$ cat src/rtl/logic_op_pipe.sv
// logic_op_pipe: bitwise-op stage feeding a DEPTH-deep valid/ready pipeline.
//
// Each accepted beat has AND/OR/XOR/NAND applied to in_a/in_b, selected by in_op
// for that beat. The result moves through DEPTH register stages. Backpressure is
// full: ready is computed combinationally from the output back to the input, so
// bubbles collapse and a full pipe can accept and drain in the same cycle.
// A saturating counter tracks delivered results.
//
// Ports
//   clk        rising-edge clock
//   rst        synchronous active-high reset (clears stages, data and counter)
//   in_valid   input beat valid
//   in_ready   input beat accepted this cycle (held 0 while rst is high)
//   in_a/in_b  operands, LANES*WIDTH bits
//   in_op      00 AND, 01 OR, 10 XOR, 11 NAND
//   out_valid  result valid (last stage occupied)
//   out_ready  consumer accepts result
//   out_data   result, LANES*WIDTH bits
//   count_clr  synchronous clear of out_count; wins over a same-cycle transfer
//   out_count  delivered results, saturating at 2^CNT_W-1
module logic_op_pipe #(
   parameter int unsigned WIDTH = 1,
   parameter int unsigned LANES = 4,
   parameter int unsigned DEPTH = 2,
   parameter int unsigned CNT_W = 16
) (
   input  logic                   clk,
   input  logic                   rst,
   input  logic                   in_valid,
   output logic                   in_ready,
   input  logic [LANES*WIDTH-1:0] in_a,
   input  logic [LANES*WIDTH-1:0] in_b,
   input  logic [1:0]             in_op,
   output logic                   out_valid,
   input  logic                   out_ready,
   output logic [LANES*WIDTH-1:0] out_data,
   input  logic                   count_clr,
   output logic [CNT_W-1:0]       out_count
);

   localparam int unsigned DW = LANES * WIDTH;

   logic [DW-1:0]    op_result;
   logic [DEPTH-1:0] stage_valid_q;
   logic [DW-1:0]    stage_data_q [DEPTH];
   logic [DEPTH-1:0] stage_adv;
   logic             accept;
   logic [CNT_W-1:0] count_q;
   logic             count_sat;

   // The op is purely bitwise across the whole bus, so lanes need no separate handling.
   always_comb begin
      op_result = '0;
      unique case (in_op)
         2'b00:   op_result = in_a & in_b;
         2'b01:   op_result = in_a | in_b;
         2'b10:   op_result = in_a ^ in_b;
         2'b11:   op_result = ~(in_a & in_b);
         default: op_result = '0;
      endcase
   end

   // A stage advances when it holds a beat and something downstream frees a slot:
   // either the consumer takes the last beat or there is a bubble further along.
   // Unrolled as an accumulated "room" flag instead of a self-referencing chain.
   always_comb begin
      logic room;
      stage_adv = '0;
      room      = out_ready;
      for (int s = int'(DEPTH) - 1; s >= 0; s--) begin
         stage_adv[s] = stage_valid_q[s] & room;
         room         = room | ~stage_valid_q[s];
      end
   end

   assign in_ready = ~rst & (~stage_valid_q[0] | stage_adv[0]);
   assign accept   = in_valid & in_ready;

   always_ff @(posedge clk) begin
      if (rst) begin
         stage_valid_q <= '0;
         for (int s = 0; s < int'(DEPTH); s++) begin
            stage_data_q[s] <= '0;
         end
      end else begin
         if (accept) begin
            stage_valid_q[0] <= 1'b1;
            stage_data_q[0]  <= op_result;
         end else if (stage_adv[0]) begin
            stage_valid_q[0] <= 1'b0;
         end
         for (int s = 1; s < int'(DEPTH); s++) begin
            if (stage_adv[s-1]) begin
               stage_valid_q[s] <= 1'b1;
               stage_data_q[s]  <= stage_data_q[s-1];
            end else if (stage_adv[s]) begin
               stage_valid_q[s] <= 1'b0;
            end
         end
      end
   end

   assign count_sat = (count_q == '1);

   always_ff @(posedge clk) begin
      if (rst || count_clr) begin
         count_q <= '0;
      end else if (stage_adv[DEPTH-1] && !count_sat) begin
         count_q <= count_q + CNT_W'(1);
      end
   end

   assign out_valid = stage_valid_q[DEPTH-1];
   assign out_data  = stage_data_q[DEPTH-1];
   assign out_count = count_q;

endmodule

$ cat config.mk
export PLATFORM = sky130hd
export DESIGN_NAME = logic_op_pipe
export DESIGN_NICKNAME = d
export VERILOG_FILES = /design/src/rtl/logic_op_pipe.sv
export SDC_FILE = /design/constraint.sdc
export NUM_CORES = 1
export LEC_CHECK = 0
export ABC_AREA = 0
export BUFFER_PORTS_ARGS = -buffer_cell sky130_fd_sc_hd__buf_2
export CORE_MARGIN = 2
export CORE_UTILIZATION = 53
export CTS_CLUSTER_SIZE = 10
export DETAILED_ROUTE_END_ITERATION = 10
export PLACE_DENSITY = 0.78
export SLEW_MARGIN = 5
export SYNTH_ARGS = -nofsm -noshare
export SYNTH_HDL_FRONTEND = slang
export SYNTH_SLANG_ARGS = --single-unit
export TNS_END_PERCENT = 20
$ cat constraint.sdc
create_clock -name clk -period 1.85 [get_ports clk]
set_input_delay 0.4625 -clock clk [delete_from_list [all_inputs] [get_ports clk]]
set_output_delay 0.4625 -clock clk [all_outputs]
set_load 0.01 [all_outputs]
==> results of run 1 <==
==> kinds of logic (layout without fill, tap and decap cells) <==
family / after synthesis / in the layout / share of synthesized area
DFF: 26 / 26 / 0.391
adders and majority gates: 9 / 9 / 0.0734
muxes: 1 / 1 / 0.00652
xor gates and xnor gates: 1 / 1 / 0.00571
AOI/OAI and AO/OA: 46 / 46 / 0.200
buffers and inverters: 20 / 54 / 0.0595
and+or+nand+nor: 68 / 68 / 0.264
==> repair_timing <==
item	in CTS	in global routing
endpoints found under the setup margin	0	8
resized for setup	0	3
setup buffers	0	2
==> through the flow <==
stage	cells	worst slack [ps]	util	power (mW)
after global placement	230	89.4	0.621	0.732
after detailed placement	230	19.2	0.621	0.738
after global routing	236	4.85	0.637	1.02
after floorplan	171	238	-	0.706
after CTS	234	84.6	0.630	0.970
final	236	98.8	0.637	0.974
==> synth_stat cells, types with 2 or more instances <==
cell type  instances
or3_1              4
or4_1              2
o21bai_1           2
nand4_1            2
o41ai_1            2
or3_2              3
clkbuf_1           3
inv_1             11
dfxtp_1           18
nand2_1            7
o311ai_0           3
nor3_1             4
a211oi_1           6
a21oi_1           17
nand4_4            3
and2_1             6
nor2_1            21
and4_1             2
nand3_1            7
edfxtp_1           8
ha_1               9
o31ai_1            2
buf_4              4
o21ai_0            9
==> flip-flops by register name (all words and copies together) (netlist names) <==
name,flops
out_count,16
stage_data_q,8
stage_valid_q,2
==> worst paths after layout <==
check | startpoint | to | slack, ps | cells after the start
worst min-delay path | rst | stage_valid_q[0] | 390 | 2
worst max register to register | out_count[0] | out_count[7] | 100 | 6
worst min register to register | out_count[1] | out_count[1] | 540 | 2
worst max-delay path | out_count[0] | out_count[7] | 100 | 6
==> cell type report <==
type                       count  area [µm²]
clock buffer                   3        22.5
clock inverter                 1        3.75
fill                         236        1000
inverter                      11        41.3
multi-input combinational    125         846
sequential                    26         603
tap                           31        38.8
timing repair buffer          39         203
==> metal layers <==
metal | vias to the layer above | GRT usage
met5 | - | 0
met4 | 0 | 0.0698
met3 | 9 | 0.0335
met2 | 44 | 0.308
met1 | 639 | 0.254
li1 | 694 | -
==> power breakdown <==
group | total [mW] | switching, mW | internal (mW)
Combinational | 0.114 | 0.0654 | 0.0483
Sequential | 0.614 | 0.00632 | 0.607
Clock | 0.247 | 0.168 | 0.0793
==> worst max-delay path: cells and delay by family, from the launching register on <==
| kind | cells | cell delay (ps) |
|---|---|---|
| AOI/OAI and AO/OA | 2 | 250 |
| adders and majority gates | 1 | 240 |
| buffers and inverters | 1 | 180 |
| DFF | 1 | 370 |
| and+or+nand+nor | 2 | 660 |
==> metrics.yaml, run 1 <==
power_and_ir_drop:
  p_leak_nw: 0.773
  p_per_area_nw_per_um2: 554
  ir_drop_v: 0.000476
global_route:
  grt_first_pass_wirelength_mm: 5.00
  grt_max_degree: 16
  grt_pass1_vias: 1154
  antenna_found_initial: 0
  grt_usage: 0.190
  grt-ovfl-total: 0
placement:
  postPlaceCellArea_um2: 1710
  portBuffers: 36
  place_congestion: 0.787
  dpl.hpwl_mm: 2.30
critical_path:
  critical_path.slowest_cell: "or3_2"
  end_kind: "register"
  cp.required_ps: 2120
  max_stage_delay_ps: 450
  crit_chain: "ha_1 -> nand3_1 -> o41ai_4 -> buf_4 -> or3_2 -> a21oi_1"
  path_class: "register to register"
  cp_max_fo: 5
  cp-start-kind: "register"
  critPathArrivalTime_ps: 2020
route:
  wl_met2_mm: 1.43
  post_drt_wl_per_cell_um: 13.0
  detail_route.first_pass.iterations: 4
  drc_errors: 0
  ant_nets: 0
  drt_iter0_drc: 52
  num_vias: 1386
  highest_layer: "met4"
  wl_met3_um: 150
  routed_wl_mm: 3.06
  wl_met1_mm: 1.42
  vias_per_cell: 5.87
clock_network:
  cts_hold_buf: 0
  cts_htree_levels: 1
  cts_tree: "yes"
  cts_root_buffer: "clkbuf_4"
  cts.sinks: 26
  cts_buffers: 3
  cts_buffer_depth: 2
  clock_latency_ps: 330
  path_clk_slew_ps: 130
sta:
  min_period_ps: 1750
  setup_viol: 0
  drv_slew: 0
  worst_pin_slew_ps: 427
  finClkSkew_ps: 2.63
  fmax_ghz: 0.571
  fin_crit_sh: 0.947
  whs_ps: 386
  tns_ps: 0
  max_slew_margin: 0.712
  rsz0062_at_grt: "no"
  finalHoldViolCount: 0
layout:
  final_nets: 230
  final_cell_mix: "buf_2 (36), nor2_1 (21), a21oi_1 (17), dfxtp_1 (16), inv_1 (11)"
  antennaDiodeCount: 0
  layout_commonest_cell: "buf_2"
  area_growth_pct: 14.5
  stdcell_area_um2: 1760
  layout-drive-gt1-share: 0.268
synthesis:
  yosysUniqueCellTypes: 40
  syn_area_per_cell_um2: 8.98
  synthTopCellsByArea: "dfxtp_1 (23%), edfxtp_1 (16%), ha_1 (7.3%)"
  yosys_warnings: 0
  synth_top_area_frac: 0.235
  synth_nets: 195
  async_reset_ff_frac: 0
  synth_ff_type: "dfxtp_1"
  yosysSeqAreaShare: 0.391
  synth_area_um2: 1540
  syn_inst: 171
  yosysTopAreaCell: "dfxtp_1"
  synth_edf_count: 8
  synth_seq_cells: 26
floorplanning:
  fp.dieW_um: 57.8
  die_height_um: 57.8
  die_area_um2: 3340
  initial_utilization: 0.557
  io_pins: 37
  rows: 19
  fp.coreArea_um2: 2760
outcome:
  status: "completed"
run:
  max-cap-violations: 0
worst_hold_path:
  min_path_type: "primary input to register"
No activity file was read; power rests on OpenSTA's default activity.
==> run 2, diff against run 1 <==
- CELL_PAD_IN_SITES_DETAIL_PLACEMENT: not set -> 1
- CELL_PAD_IN_SITES_GLOBAL_PLACEMENT: not set -> 2
- CORE_UTILIZATION: 53 -> 31
- GPL_TIMING_DRIVEN: not set -> 0
- PLACE_DENSITY: 0.78 -> 0.77
==> run 2 against run 1 <==
  * Total power rose by 10%
  * Non-clock buffer count up 5
  * Flip-flop and latch count stayed put
  * Maximum frequency fell by 0.64%
  * Sequential share of layout area fell by 1.8 points
  * Die area up 65%
  * Clock skew is 4.1 ps higher
  * Setup slack worse by 11 ps
  * Design area up 5.3%
  * Cell count rose by 17%
  * Critical endpoint is now out_count[8]
  * Largest power group unchanged
==> metrics.yaml, run 2 (synthesis results as in run 1) <==
floorplanning:
  fp.dieW_um: 74.4  # was 57.8 µm
  fp.coreArea_um2: 4750  # was 2760 µm²
  io_pins: 37  # unchanged
  rows: 25  # was 19
  die_area_um2: 5530  # was 3340 µm²
  initial_utilization: 0.323  # was 0.557
  die_height_um: 74.4  # was 57.8 µm
run:
  max-cap-violations: 0  # unchanged
placement:
  portBuffers: 34  # was 36
  place_congestion: 0.770  # was 0.787
  dpl.hpwl_mm: 3.03  # was 2.30 mm
  postPlaceCellArea_um2: 1790  # was 1710 µm²
layout:
  layout-drive-gt1-share: 0.267  # was 0.268
  final_cell_mix: "buf_2 (35), nor2_1 (21), a21oi_1 (17), dfxtp_1 (17), inv_1 (11)"  # was buf_2 (36), nor2_1 (21), a21oi_1 (17), dfxtp_1 (16), inv_1 (11)
  largest_reg_flops: 16  # unchanged
  area_growth_pct: 20.5  # was 14.5%
  finalCoreUtilization: 0.389  # was 0.637
  multi_input_area_um2: 851  # was 846 µm²
  antennaDiodeCount: 0  # unchanged
  final_nets: 235  # was 230
  regArea_um2: 602  # was 603 µm²
  n_fill_cell: 590  # was 236
  stdcell_area_um2: 1850  # was 1760 µm²
  layout_commonest_cell: "buf_2"  # unchanged
sta:
  whs_ps: 436  # was 386 ps
  tns_ps: 0  # unchanged
  finClkSkew_ps: 6.74  # was 2.63 ps
  worst_pin_slew_ps: 532  # was 427 ps
  fin_crit_sh: 0.953  # was 0.947
  max_slew_margin: 0.645  # was 0.712
  setup_viol: 0  # unchanged
  min_period_ps: 1760  # was 1750 ps
  drv_slew: 0  # unchanged
  fmax_ghz: 0.567  # was 0.571 GHz
  finalHoldViolCount: 0  # unchanged
route:
  detail_route.first_pass.iterations: 4  # unchanged
  num_vias: 1405  # was 1386
  post_drt_wl_per_cell_um: 13.8  # was 13.0 µm
  drt_iter0_drc: 40  # was 52
  ant_nets: 0  # unchanged
  routed_wl_mm: 3.82  # was 3.06 mm
  drc_errors: 0  # unchanged
  vias_per_cell: 5.07  # was 5.87
power_and_ir_drop:
  switchingPower_mw: 0.256  # was 0.239 mW
  p_int_mw: 0.817  # was 0.735 mW
  ir_drop_v: 0.000313  # was 0.000476 V
  p_leak_nw: 0.789  # was 0.773 nW
  seq_power_share: 0.571  # was 0.630
  p_per_area_nw_per_um2: 580  # was 554 nW/µm²
  pwr-share-clk: 0.309  # was 0.253
  p_sw_frac: 0.238  # was 0.246
  power_mw: 1.07  # was 0.974 mW
  combPwrFrac: 0.120  # was 0.117
critical_path:
  end_kind: "register"  # unchanged
  critical_path.slowest_cell: "or4_1"  # was or3_2
  path_class: "register to register"  # unchanged
  cp-start-kind: "register"  # unchanged
  cp.required_ps: 2050  # was 2120 ps
  critPathArrivalTime_ps: 1960  # was 2020 ps
  crit_chain: "ha_2 -> and3_1 -> nand2_1 -> or4_1 -> a21oi_1"  # was ha_1 -> nand3_1 -> o41ai_4 -> buf_4 -> or3_2 -> a21oi_1
  cp_max_fo: 7  # was 5
  max_stage_delay_ps: 500  # was 450 ps
clock_network:
  cts_hold_buf: 0  # unchanged
  cts_root_buffer: "clkbuf_8"  # was clkbuf_4
  cts.sinks: 26  # unchanged
  cts_tree: "yes"  # unchanged
  cts_htree_levels: 1  # unchanged
  cts_buffer_depth: 2  # unchanged
  clock_latency_ps: 270  # was 330 ps
  cts_buffers: 3  # unchanged
  path_clk_slew_ps: 90  # was 130 ps
global_route:
  grt_pass1_vias: 1392  # was 1154
  grt_max_degree: 15  # was 16
  grt-ovfl-total: 0  # unchanged
  antenna_found_initial: 0  # unchanged
  grt_usage: 0.141  # was 0.190
  grt_first_pass_wirelength_mm: 6.09  # was 5.00 mm
outcome:
  status: "completed"  # unchanged
worst_hold_path:
  min_path_type: "primary input to register"  # unchanged
-- run 2: metrics by stage --
stage	cells	setup slack [ps]
2_1_floorplan	171	238
3_3_place_gp	272	56.5
3_5_place_dp	272	-57.6
4_1_cts	277	12.4
5_1_grt	277	-1.48
6_report	277	87.6
-- run 2: power groups by stage --
stage | Sequential [mW] | Clock, mW | Combinational, mW
floorplan | 0.625 | 0 | 0.0809
global placement | 0.625 | 0 | 0.122
detailed placement | 0.626 | 0 | 0.130
CTS | 0.613 | 0.340 | 0.131
global route | 0.616 | 0.361 | 0.145
finish | 0.613 | 0.331 | 0.129
-- run 2: metal layers --
metal,vias up,track usage,share of wire
met3,2,0.0217,0.037
li1,706,-,-
met4,0,0.0298,0.0060
met5,-,0,0
met1,672,0.182,0.47
met2,25,0.248,0.49
-- run 2: worst max-delay path, delay by kind of cell (launching register included) --
kind                     cells  cell delay, ps
AO/OA/AOI/OAI                1             160
flip-flops                   1             420
adder cells (fa/ha/maj)      1             250
AND/OR/NAND/NOR              3             870
-- run 2: final timing paths --
check                  endpoint  slack, ps  depth (start not counted)          startpoint
min            stage_valid_q[0]        440                          3            in_valid
min reg2reg  stage_data_q[0][7]        530                          1  stage_data_q[0][3]
max reg2reg        out_count[8]         90                          5        out_count[1]
max                out_count[8]         90                          5        out_count[1]
-- run 2: final cells by class --
| type | instances | area share |
|---|---|---|
| multi-input combinational | 125 | 0.460 |
| clock buffer | 4 | 0.0243 |
| sequential | 26 | 0.325 |
| inverter | 11 | 0.0223 |
| buffer | 9 | 0.0270 |
| tap | 67 | 0.0453 |
| timing repair buffer | 35 | 0.0960 |
-- run 2: repair_timing --
action	in CTS	in global routing
resized for setup	0	3
setup endpoints to repair	5	6
setup buffers	1	0
pin swaps	1	0
==> run 3, diff against run 2 <==
- clock period: 1.85 -> 1.96 ns (I/O delays scaled with it)
==> run 3 against run 2 <==
  * Core utilization is 0.18 points lower
  * Total power down 6.0%
  * Worst hold slack improved by 30 ps
  * Maximum frequency fell by 3.4%
  * Via count down 0.36%
  * Die area stayed put
  * Sequential share of layout area rose by 0.087 points
  * First-iteration DRC count is 7.5% higher
  * Sequential power fell by 5.7%
  * Setup slack gained 48 ps
  * Cell count did not move
  * Critical path type unchanged
  * Largest cell class unchanged
==> metrics.yaml, run 3 (synthesis results as in run 1) <==
outcome:
  status: "completed"  # unchanged
clock_network:
  cts_tree: "yes"  # unchanged
  cts.sinks: 26  # unchanged
  cts_buffer_depth: 2  # unchanged
  path_clk_slew_ps: 90  # about the same
  cts_root_buffer: "clkbuf_8"  # unchanged
  cts_hold_buf: 0  # unchanged
  cts_htree_levels: 1  # unchanged
  clock_latency_ps: 270  # about the same
  cts_buffers: 3  # unchanged
critical_path:
  path_buf_inv: 1  # was 0
  cpLargestDelayFamily: "simple AND/OR/NAND/NOR gates"  # unchanged
  critical_path.slowest_cell: "or3_2"  # was or4_1
  rrSetupSlack_ps: 140  # was 90 ps
  critPathArrivalTime_ps: 2030  # was 1960 ps
  crit_chain: "ha_1 -> nand3_1 -> o41ai_4 -> buf_4 -> or3_2 -> a21oi_1"  # was ha_2 -> and3_1 -> nand2_1 -> or4_1 -> a21oi_1
  cp.required_ps: 2160  # was 2050 ps
  cp_max_fo: 10  # was 7
  max_stage_delay_ps: 450  # was 500 ps
  path_class: "register to register"  # unchanged
  cp-start-kind: "register"  # unchanged
  end_kind: "register"  # unchanged
route:
  wl_met3_um: 145  # was 140 µm
  routed_wl_mm: 3.80  # was 3.82 mm
  wl_met1_mm: 1.76  # was 1.78 mm
  vias_per_cell: 5.05  # was 5.07
  drt_iter0_drc: 43  # was 40
  num_vias: 1400  # was 1405
  post_drt_wl_per_cell_um: 13.7  # was 13.8 µm
  wl_met2_mm: 1.87  # about the same
  highest_layer: "met4"  # unchanged
  ant_nets: 0  # unchanged
  drc_errors: 0  # unchanged
  detail_route.first_pass.iterations: 4  # unchanged
floorplanning:
  io_pins: 37  # unchanged
  die_area_um2: 5530  # unchanged
  fp.dieW_um: 74.4  # unchanged
  rows: 25  # unchanged
  fp.coreArea_um2: 4750  # unchanged
  initial_utilization: 0.323  # unchanged
  die_height_um: 74.4  # unchanged
sta:
  min_period_ps: 1820  # was 1760 ps
  worst_pin_slew_ps: 535  # was 532 ps
  finClkSkew_ps: 7.95  # was 6.74 ps
  setup_viol: 0  # unchanged
  finalHoldViolCount: 0  # unchanged
  tns_ps: 0  # unchanged
  fin_crit_sh: 0.931  # was 0.953
  fmax_ghz: 0.548  # was 0.567 GHz
  rsz0062_at_grt: "no"
  max_slew_margin: 0.644  # was 0.645
  drv_slew: 0  # unchanged
placement:
  dp.cells: 272  # unchanged
  dpl.hpwl_mm: 3.03  # unchanged
  portBuffers: 34  # unchanged
  place_congestion: 0.770  # unchanged
worst_hold_path:
  min_path_type: "primary input to register"  # unchanged
run:
  max-cap-violations: 0  # unchanged
global_route:
  grt-ovfl-total: 0  # unchanged
  grt_pass1_vias: 1386  # was 1392
  grt_usage: 0.139  # was 0.141
  antenna_found_initial: 0  # unchanged
  grt_max_degree: 15  # unchanged
  grt_first_pass_wirelength_mm: 6.03  # was 6.09 mm
power_and_ir_drop:
  ir_drop_v: 0.000275  # was 0.000313 V
  p_per_area_nw_per_um2: 548  # was 580 nW/µm²
  p_leak_nw: 0.791  # was 0.789 nW
layout:
  final_cell_mix: "buf_2 (35), nor2_1 (21), dfxtp_1 (18), a21oi_1 (17), inv_1 (11)"  # was buf_2 (35), nor2_1 (21), a21oi_1 (17), dfxtp_1 (17), inv_1 (11)
  area_growth_pct: 20.0  # was 20.5%
  largest_reg_flops: 16  # unchanged
  antennaDiodeCount: 0  # unchanged
  final_cells: 277  # unchanged
  n_fill_cell: 594  # was 590
  layout_commonest_cell: "buf_2"  # unchanged
  final_nets: 235  # unchanged
  layout-drive-gt1-share: 0.252  # was 0.267
==> run 3: final timing paths <==
check        cells after the start            endpoint                from
max                              6        out_count[3]        out_count[0]
min reg2reg                      1  stage_data_q[0][7]  stage_data_q[0][3]
max reg2reg                      6        out_count[3]        out_count[0]
min                              3    stage_valid_q[0]            in_valid
==> run 3: worst register-to-register path, cell delays in order (launching register included) <==
cell and delay [ps]:
dfxtp_1 370, ha_1 260, nand3_1 240, o41ai_4 120, buf_4 180, or3_2 460, a21oi_1 140
==> run 3: area by class of cell <==
cell class	instances	area [µm²]	area share
inverters	11	41.3	0.0224
repair buffers	35	178	0.0965
clock buffers	4	45.0	0.0245
flip-flops and latches	26	601	0.326
multi-input cells	125	843	0.458
plain buffers	9	50.0	0.0272
well taps	67	83.8	0.0455
==> run 3: per-stage QoR <==
step,worst slack [ps],hold slack [ps],total power [mW],instance area [µm²],util
2_1_floorplan,348,473,0.666,1540,-
3_3_place_gp,157,494,0.706,1790,0.376
3_5_place_dp,52.4,513,0.714,1790,0.376
4_1_cts,23.0,466,1.02,1830,0.386
5_1_grt,35.1,492,1.06,1840,0.387
6_report,136,466,1.01,1840,0.387
==> run 3: power by group <==
group	switching, mW	internal (mW)
combinational	0.0683	0.0530
clock	0.164	0.145
sequential	0.00571	0.573
total	0.238	0.771
==> run 3: per-layer routing <==
layer / vias to the layer above / GRT usage
met5: - / 0
met1: 669 / 0.179
met2: 22 / 0.246
li1: 707 / -
met4: 0 / 0.0298
met3: 2 / 0.0217
==> run 3: timing repair <==
item,CTS,global route
buffers inserted,0,1
endpoints found under the setup margin,0,4
resized for setup,0,0
